==> src/rtl/ttl_decoder_scan_arbiter.sv <==
// Round-robin arbiter sharing one 74238-style 3-to-8 decoder among
// WIDTH_OUT requesters. The decoder select and enables come straight from
// flops. There is one dead cycle between grants, and an optional hold
// timeout revokes a grant that is held too long.
module ttl_decoder_scan_arbiter #(
    parameter int unsigned WIDTH_OUT  = 8,
    parameter int unsigned WIDTH_IN   = $clog2(WIDTH_OUT),
    parameter int unsigned MAX_HOLD   = 16,
    parameter int unsigned DELAY_RISE = 0,
    parameter int unsigned DELAY_FALL = 0
) (
    input  logic                 Clk,
    input  logic                 Reset,
    input  logic [WIDTH_OUT-1:0] Request,
    input  logic                 Release,
    output logic [WIDTH_IN-1:0]  A,
    output logic                 Enable1_bar,
    output logic                 Enable2_bar,
    output logic                 Enable3,
    output logic                 Busy,
    output logic                 Timeout
);

    // Hold counter runs 0 .. MAX_HOLD-1 during a grant.
    localparam int unsigned CNT_W     = (MAX_HOLD > 2) ? $clog2(MAX_HOLD) : 1;
    localparam int unsigned HOLD_LAST = (MAX_HOLD > 0) ? (MAX_HOLD - 1) : 0;
    localparam logic [CNT_W-1:0] HOLD_LAST_C = CNT_W'(HOLD_LAST);
    localparam bit HOLD_EN = (MAX_HOLD != 0);
    localparam logic [WIDTH_IN-1:0] LAST_RESET = WIDTH_IN'(WIDTH_OUT - 1);

    // Output delays belong to the board-level timing model. In synthesized
    // logic the registered outputs carry no extra delay.
    if ((DELAY_RISE != 0) || (DELAY_FALL != 0)) begin : g_delay_model_only
    end

    typedef enum logic [1:0] {
        ST_IDLE  = 2'd0,
        ST_GRANT = 2'd1,
        ST_GAP   = 2'd2
    } state_t;

    state_t               state_q, state_d;
    logic [WIDTH_IN-1:0]  a_q, a_d;
    logic [WIDTH_IN-1:0]  last_q, last_d;
    logic [CNT_W-1:0]     cnt_q, cnt_d;
    logic                 busy_q, busy_d;
    logic                 en1_bar_q, en1_bar_d;
    logic                 en2_bar_q, en2_bar_d;
    logic                 en3_q, en3_d;
    logic                 timeout_q, timeout_d;

    logic                 pick_valid;
    logic [WIDTH_IN-1:0]  pick_idx;
    logic [WIDTH_IN-1:0]  cand;
    logic                 rel_exit;
    logic                 hold_exit;

    // Round-robin pick: first requester after last_q, wrapping at WIDTH_OUT.
    always_comb begin
        pick_valid = 1'b0;
        pick_idx   = '0;
        cand       = '0;
        for (int unsigned k = 1; k <= WIDTH_OUT; k++) begin
            cand = WIDTH_IN'((32'(last_q) + k) % WIDTH_OUT);
            if (!pick_valid && Request[cand]) begin
                pick_valid = 1'b1;
                pick_idx   = cand;
            end
        end
    end

    // Next-state and next-output logic for the IDLE/GRANT/GAP controller.
    always_comb begin
        state_d   = state_q;
        a_d       = a_q;
        last_d    = last_q;
        cnt_d     = cnt_q;
        busy_d    = busy_q;
        en1_bar_d = en1_bar_q;
        en2_bar_d = en2_bar_q;
        en3_d     = en3_q;
        timeout_d = 1'b0;
        rel_exit  = 1'b0;
        hold_exit = 1'b0;
        case (state_q)
            ST_IDLE, ST_GAP: begin
                if (pick_valid) begin
                    state_d   = ST_GRANT;
                    a_d       = pick_idx;
                    cnt_d     = '0;
                    busy_d    = 1'b1;
                    en1_bar_d = 1'b0;
                    en2_bar_d = 1'b0;
                    en3_d     = 1'b1;
                end else begin
                    state_d = ST_IDLE;
                end
            end
            ST_GRANT: begin
                rel_exit  = Release || !Request[a_q];
                hold_exit = HOLD_EN && (cnt_q == HOLD_LAST_C);
                if (rel_exit || hold_exit) begin
                    state_d   = ST_GAP;
                    last_d    = a_q;
                    busy_d    = 1'b0;
                    en1_bar_d = 1'b1;
                    en2_bar_d = 1'b1;
                    en3_d     = 1'b0;
                    // A revocation counts as a timeout only if the grantee
                    // was not already giving up the grant on this edge.
                    timeout_d = hold_exit && !rel_exit;
                end else begin
                    cnt_d = cnt_q + CNT_W'(1);
                end
            end
            default: begin
                state_d = ST_IDLE;
            end
        endcase
    end

    // State and output registers with synchronous reset.
    always_ff @(posedge Clk) begin
        if (Reset) begin
            state_q   <= ST_IDLE;
            a_q       <= '0;
            last_q    <= LAST_RESET;
            cnt_q     <= '0;
            busy_q    <= 1'b0;
            en1_bar_q <= 1'b1;
            en2_bar_q <= 1'b1;
            en3_q     <= 1'b0;
            timeout_q <= 1'b0;
        end else begin
            state_q   <= state_d;
            a_q       <= a_d;
            last_q    <= last_d;
            cnt_q     <= cnt_d;
            busy_q    <= busy_d;
            en1_bar_q <= en1_bar_d;
            en2_bar_q <= en2_bar_d;
            en3_q     <= en3_d;
            timeout_q <= timeout_d;
        end
    end

    assign A           = a_q;
    assign Enable1_bar = en1_bar_q;
    assign Enable2_bar = en2_bar_q;
    assign Enable3     = en3_q;
    assign Busy        = busy_q;
    assign Timeout     = timeout_q;

endmodule

==> config.mk <==
export PLATFORM = sky130hd
export DESIGN_NAME = ttl_decoder_scan_arbiter
export DESIGN_NICKNAME = d
export VERILOG_FILES = /design/src/rtl/ttl_decoder_scan_arbiter.sv
export SDC_FILE = /design/constraint.sdc
export NUM_CORES = 1
export LEC_CHECK = 0
export ABC_AREA = 1
export BUFFER_PORTS_ARGS = -buffer_cell sky130_fd_sc_hd__buf_2
export CORE_ASPECT_RATIO = 0.8
export CORE_MARGIN = 8
export CORE_UTILIZATION = 30
export CTS_BUF_LIST = sky130_fd_sc_hd__clkbuf_8
export DETAILED_ROUTE_END_ITERATION = 6
export GPL_TIMING_DRIVEN = 0
export PLACE_DENSITY = 0.47
export RECOVER_POWER = 50
export SLEW_MARGIN = 20
export SYNTH_ARGS = -nofsm -noshare
export SYNTH_HDL_FRONTEND = slang
export SYNTH_SLANG_ARGS = --single-unit
==> constraint.sdc <==
create_clock -name Clk -period 3.94 [get_ports Clk]
set_input_delay 0.197 -clock Clk [delete_from_list [all_inputs] [get_ports Clk]]
set_output_delay 0.197 -clock Clk [all_outputs]
set_load 0.02 [all_outputs]
==> key figures <==
Floorplanning
  – Die Ht: roughly 80 um
  – Die Wd: approximately 95 um
  – IO Count: 19
  – # rows: 23
  – CORE AREA: 4920 sq um
  – Initial core utilization: 30.5%
  – DIE AREA: between 7000 and 8000 sq um

Clocking
  – CTS tree: built
  – Total CTS buffers: 3
  – CTS hold repair buffers: 0
  – CTS sink count: 15
  – # resized after CTS: 0
  – CTS Buffer Depth: 2
  – H-tree depth: 1
  – Clk pin slew, worst setup/hold paths: roughly 0.06 ns
  – Post-CTS setup buffers: 0
  – Clock latency on the worst-skew pair: about 0.25 ns
  – Root Driver: clkbuf_8

Power
  – Reported net switching power: about 0.00063 W
  – Worst VDD drop: roughly 0.29 mV
  – Sequential power share: 18.0%
  – Internal: ~0.00052 W
  – Switching power share of the total: between 50% and 60%
  – Clock Power Share: between 10% and 20%
  – P_leak: ~0.86 nW
  – Pwr dens: 680 nW/um^2
  – Combinational share of power: a little under three quarters

Logic synthesis
  – Post-Synth XOR/XNOR Area: under 10%
  – Post-Syn Area per Cell: between 6 and 7 sq um
  – Post-synth cell types: 33
  – Simple-gate share of the synthesized area: between 50% and 60%
  – Number of synthesized register bits: 15
  – Synth Cell Area: 1500 sq um
  – Yosys warnings: 0
  – Synth Area in Compound Gates: under 10%
  – Sequential area share after synthesis: 20.0%
  – EDFF count, synth: 0
  – Mux contribution to synthesized area: 0%
  – Synth Flop Type: dfxtp_1
  – Post-synth top area cell: dfxtp_1
  – Synth Area in Adders: around 2.5%
  – Largest family of logic cells by synthesized area: simple AND/OR/NAND/NOR gates
  – Synth area leaders: dfxtp_1 20%, nand2_1 17%, nand3_1 12%, nand3_2 6.0%, inv_1 5.8%
  – Share of the synthesized area in the top cell type: 20.0%
  – Syn nets: roughly 250
  – Post-Syn Instances: between 200 and 250
  – Ys async rst share: 0%

Finish
  – Multi-input logic area: between 1000 and 1500 sq um
  – Reg area: ~300 sq um
  – Antenna cells: 0
  – Fillers: 550
  – Fraction of layout cells with a size suffix above 1: roughly a fifth
  – P&R area growth vs syn: 13.2%
  – Nets: between 200 and 300
  – Non-Filler Instances: 315
  – Cell area after layout: ~1700 sq um

Placed design
  – Setup WS pre-CTS: around 1.1 ns
  – Final estimated routing congestion in global placement: just under 0.9
  – DP Area: between 1500 and 2000 sq um
  – Placed Instances: just over 300
  – PortBufs: 17
  – DP HPWL: about 3.3 mm

Worst setup path
  – Crit path required time: slightly above 4 ns
  – Critical path class: flop to flop
  – Arr. time, crit path: around 3.0 ns
  – Max incr delay on CP: around 0.35 ns
  – CP Capture Type: flop
  – Worst Path Max Fanout: 10
  – CP top delay family: simple AND/OR/NAND/NOR gates
  – Worst path slowest cell: dfxtp_1
  – Worst path cell trace: buf_6 > inv_4 > buf_6 > ha_1 > buf_4 > inv_1 > nand3_1 > nand2_1 > nand2_1 > nand2_1 > nand4_4 > nor2_8 > nand4_1 > nand2_1 > nand3_1 > o21ai_0
  – Crit path top cell by count: nand2_1
  – CP bufs+invs: 5
  – CP Launch Type: flop

Global routing
  – GRT met1 Usage: 17.2%
  – Met3 Use GR: 2.92%
  – Initial antenna violation count: 0
  – Gr usage total: 11.3%
  – Largest net degree at the start of global routing: 11
  – Global route overflow: 0
  – First-pass GRT wire length: 6.76 mm
  – Met2 usage: 15.3%
  – Vias in the first global route: around 1.4k
  – GR peak layer: met1

Detailed routing
  – Drt total wl: around 4.1 mm
  – Vias: 1471
  – DRC Markers: 0
  – DR iter-0 viols: slightly above 100
  – WL per Instance: roughly 13 um
  – Router iterations before antenna repair: 4
  – Via-per-instance ratio: roughly 4.7
  – Routed Antenna Nets: 0

STA
  – Slew Limit Fails: 0
  – Fin. Hold Viols: 0
  – Fin crit period: around 2.8 ns
  – Peak Freq: roughly 360 MHz
  – RSZ-0062 raised after global routing: no
  – Actual slew at the worst max-slew pin: a little over 0.5 ns
  – Hold Slack: roughly 0.23 ns
  – # setup viols final: 0
  – Setup TNS: 0 ns
  – Max_slew headroom: about two thirds
  – Final WS setup: approximately 1.1 ns
  – Final Skew: between 0.001 and 0.0015 ns
  – Final period utilization: a little over 70%

Min path
  – Hold WC Path Type: input pin to flop

Outcome
  – Status: completed

Job
  – Max-Cap Viols: 0
-- path summary, 6_finish.rpt --
path	endpoint	slack [ns]	cells after the start	startpoint
worst max-delay path	cnt_q[1]	1.14	16	last_q[0]
worst min-delay path	Timeout	0.23	4	Release
worst max register to register	cnt_q[1]	1.14	16	last_q[0]
worst min register to register	Enable2_bar	0.47	2	Enable2_bar
-- per-layer routing --
metal	part of all wire [%]	wire, um
met5	0	0
met3	4.5	182
met2	39	1570
met1	56	2290
met4	0.39	16
-- Yosys cell counts (2+ instances only) --
cell / n
a21oi_1: 5
a22oi_1: 2
buf_4: 4
buf_6: 2
dfxtp_1: 15
ha_1: 3
inv_1: 23
nand2_1: 68
nand2_2: 6
nand2_4: 4
nand3_1: 36
nand3_2: 9
nand4_1: 2
nor2_1: 19
nor2_8: 2
nor3_1: 4
o21ai_0: 10
xor2_1: 3
-- cell families after synthesis --
kind of cell / after synthesis
XOR/XNOR: 5
flip-flops: 15
AO/OA/AOI/OAI: 21
adder cells (fa/ha/maj): 3
AND/OR/NAND/NOR: 155
buffers and inverters: 33
-- area by class of cell --
type | instances | share of cell area, %
Buffer | 8 | 3.61
Clock buffer | 3 | 2.43
Clock inverter | 1 | 0.221
Inverter | 25 | 5.68
Multi-Input combinational cell | 184 | 61.4
Sequential cell | 15 | 17.7
Tap cell | 62 | 4.57
Timing Repair Buffer | 17 | 4.42
-- per-stage QoR --
step | power (W) | util [%]
finish | 0.00115 | 34.5
global route | 0.00127 | 34.5
CTS | 0.00116 | 34.7
detailed placement | 0.00104 | 33.8
global placement | 0.00104 | 33.8
floorplan | 0.000869 | -
-- power by group through the flow --
| stage | combinational [W] | sequential [W] | clock [W] |
|---|---|---|---|
| 2_1_floorplan | 0.000649 | 0.000220 | 0 |
| 3_3_place_gp | 0.000833 | 0.000211 | 0 |
| 3_5_place_dp | 0.000829 | 0.000210 | 0 |
| 4_1_cts | 0.000831 | 0.000208 | 0.000127 |
| 5_1_grt | 0.000924 | 0.000213 | 0.000137 |
| 6_report | 0.000824 | 0.000208 | 0.000122 |
-- flip-flops by register name, summed over array words and instances (netlist names) --
name / flops
A: 3
Enable2_bar: 1
Enable3: 1
Timeout: 1
cnt_q: 4
last_q: 3
state_q: 2
-- worst min-delay path, stage by stage --
cell,delay (ns)
buf_2,0.08
a21oi_1,0.05
nand2_1,0.07
inv_1,0.03
-- cells in the final DEF, fill, tap and decap left out, types with 3 or more instances in the layout --
master,instances
nand3_1,36
o21ai_0,10
nor3_1,4
buf_2,10
nand2_1,68
nand3_2,9
clkbuf_8,3
nor2_1,19
dfxtp_1,15
ha_1,3
a21oi_1,5
xor2_1,3
clkbuf_1,9
nand2_4,4
buf_4,4
inv_1,24
nand2_2,6
(Power assumes the default switching activity.)
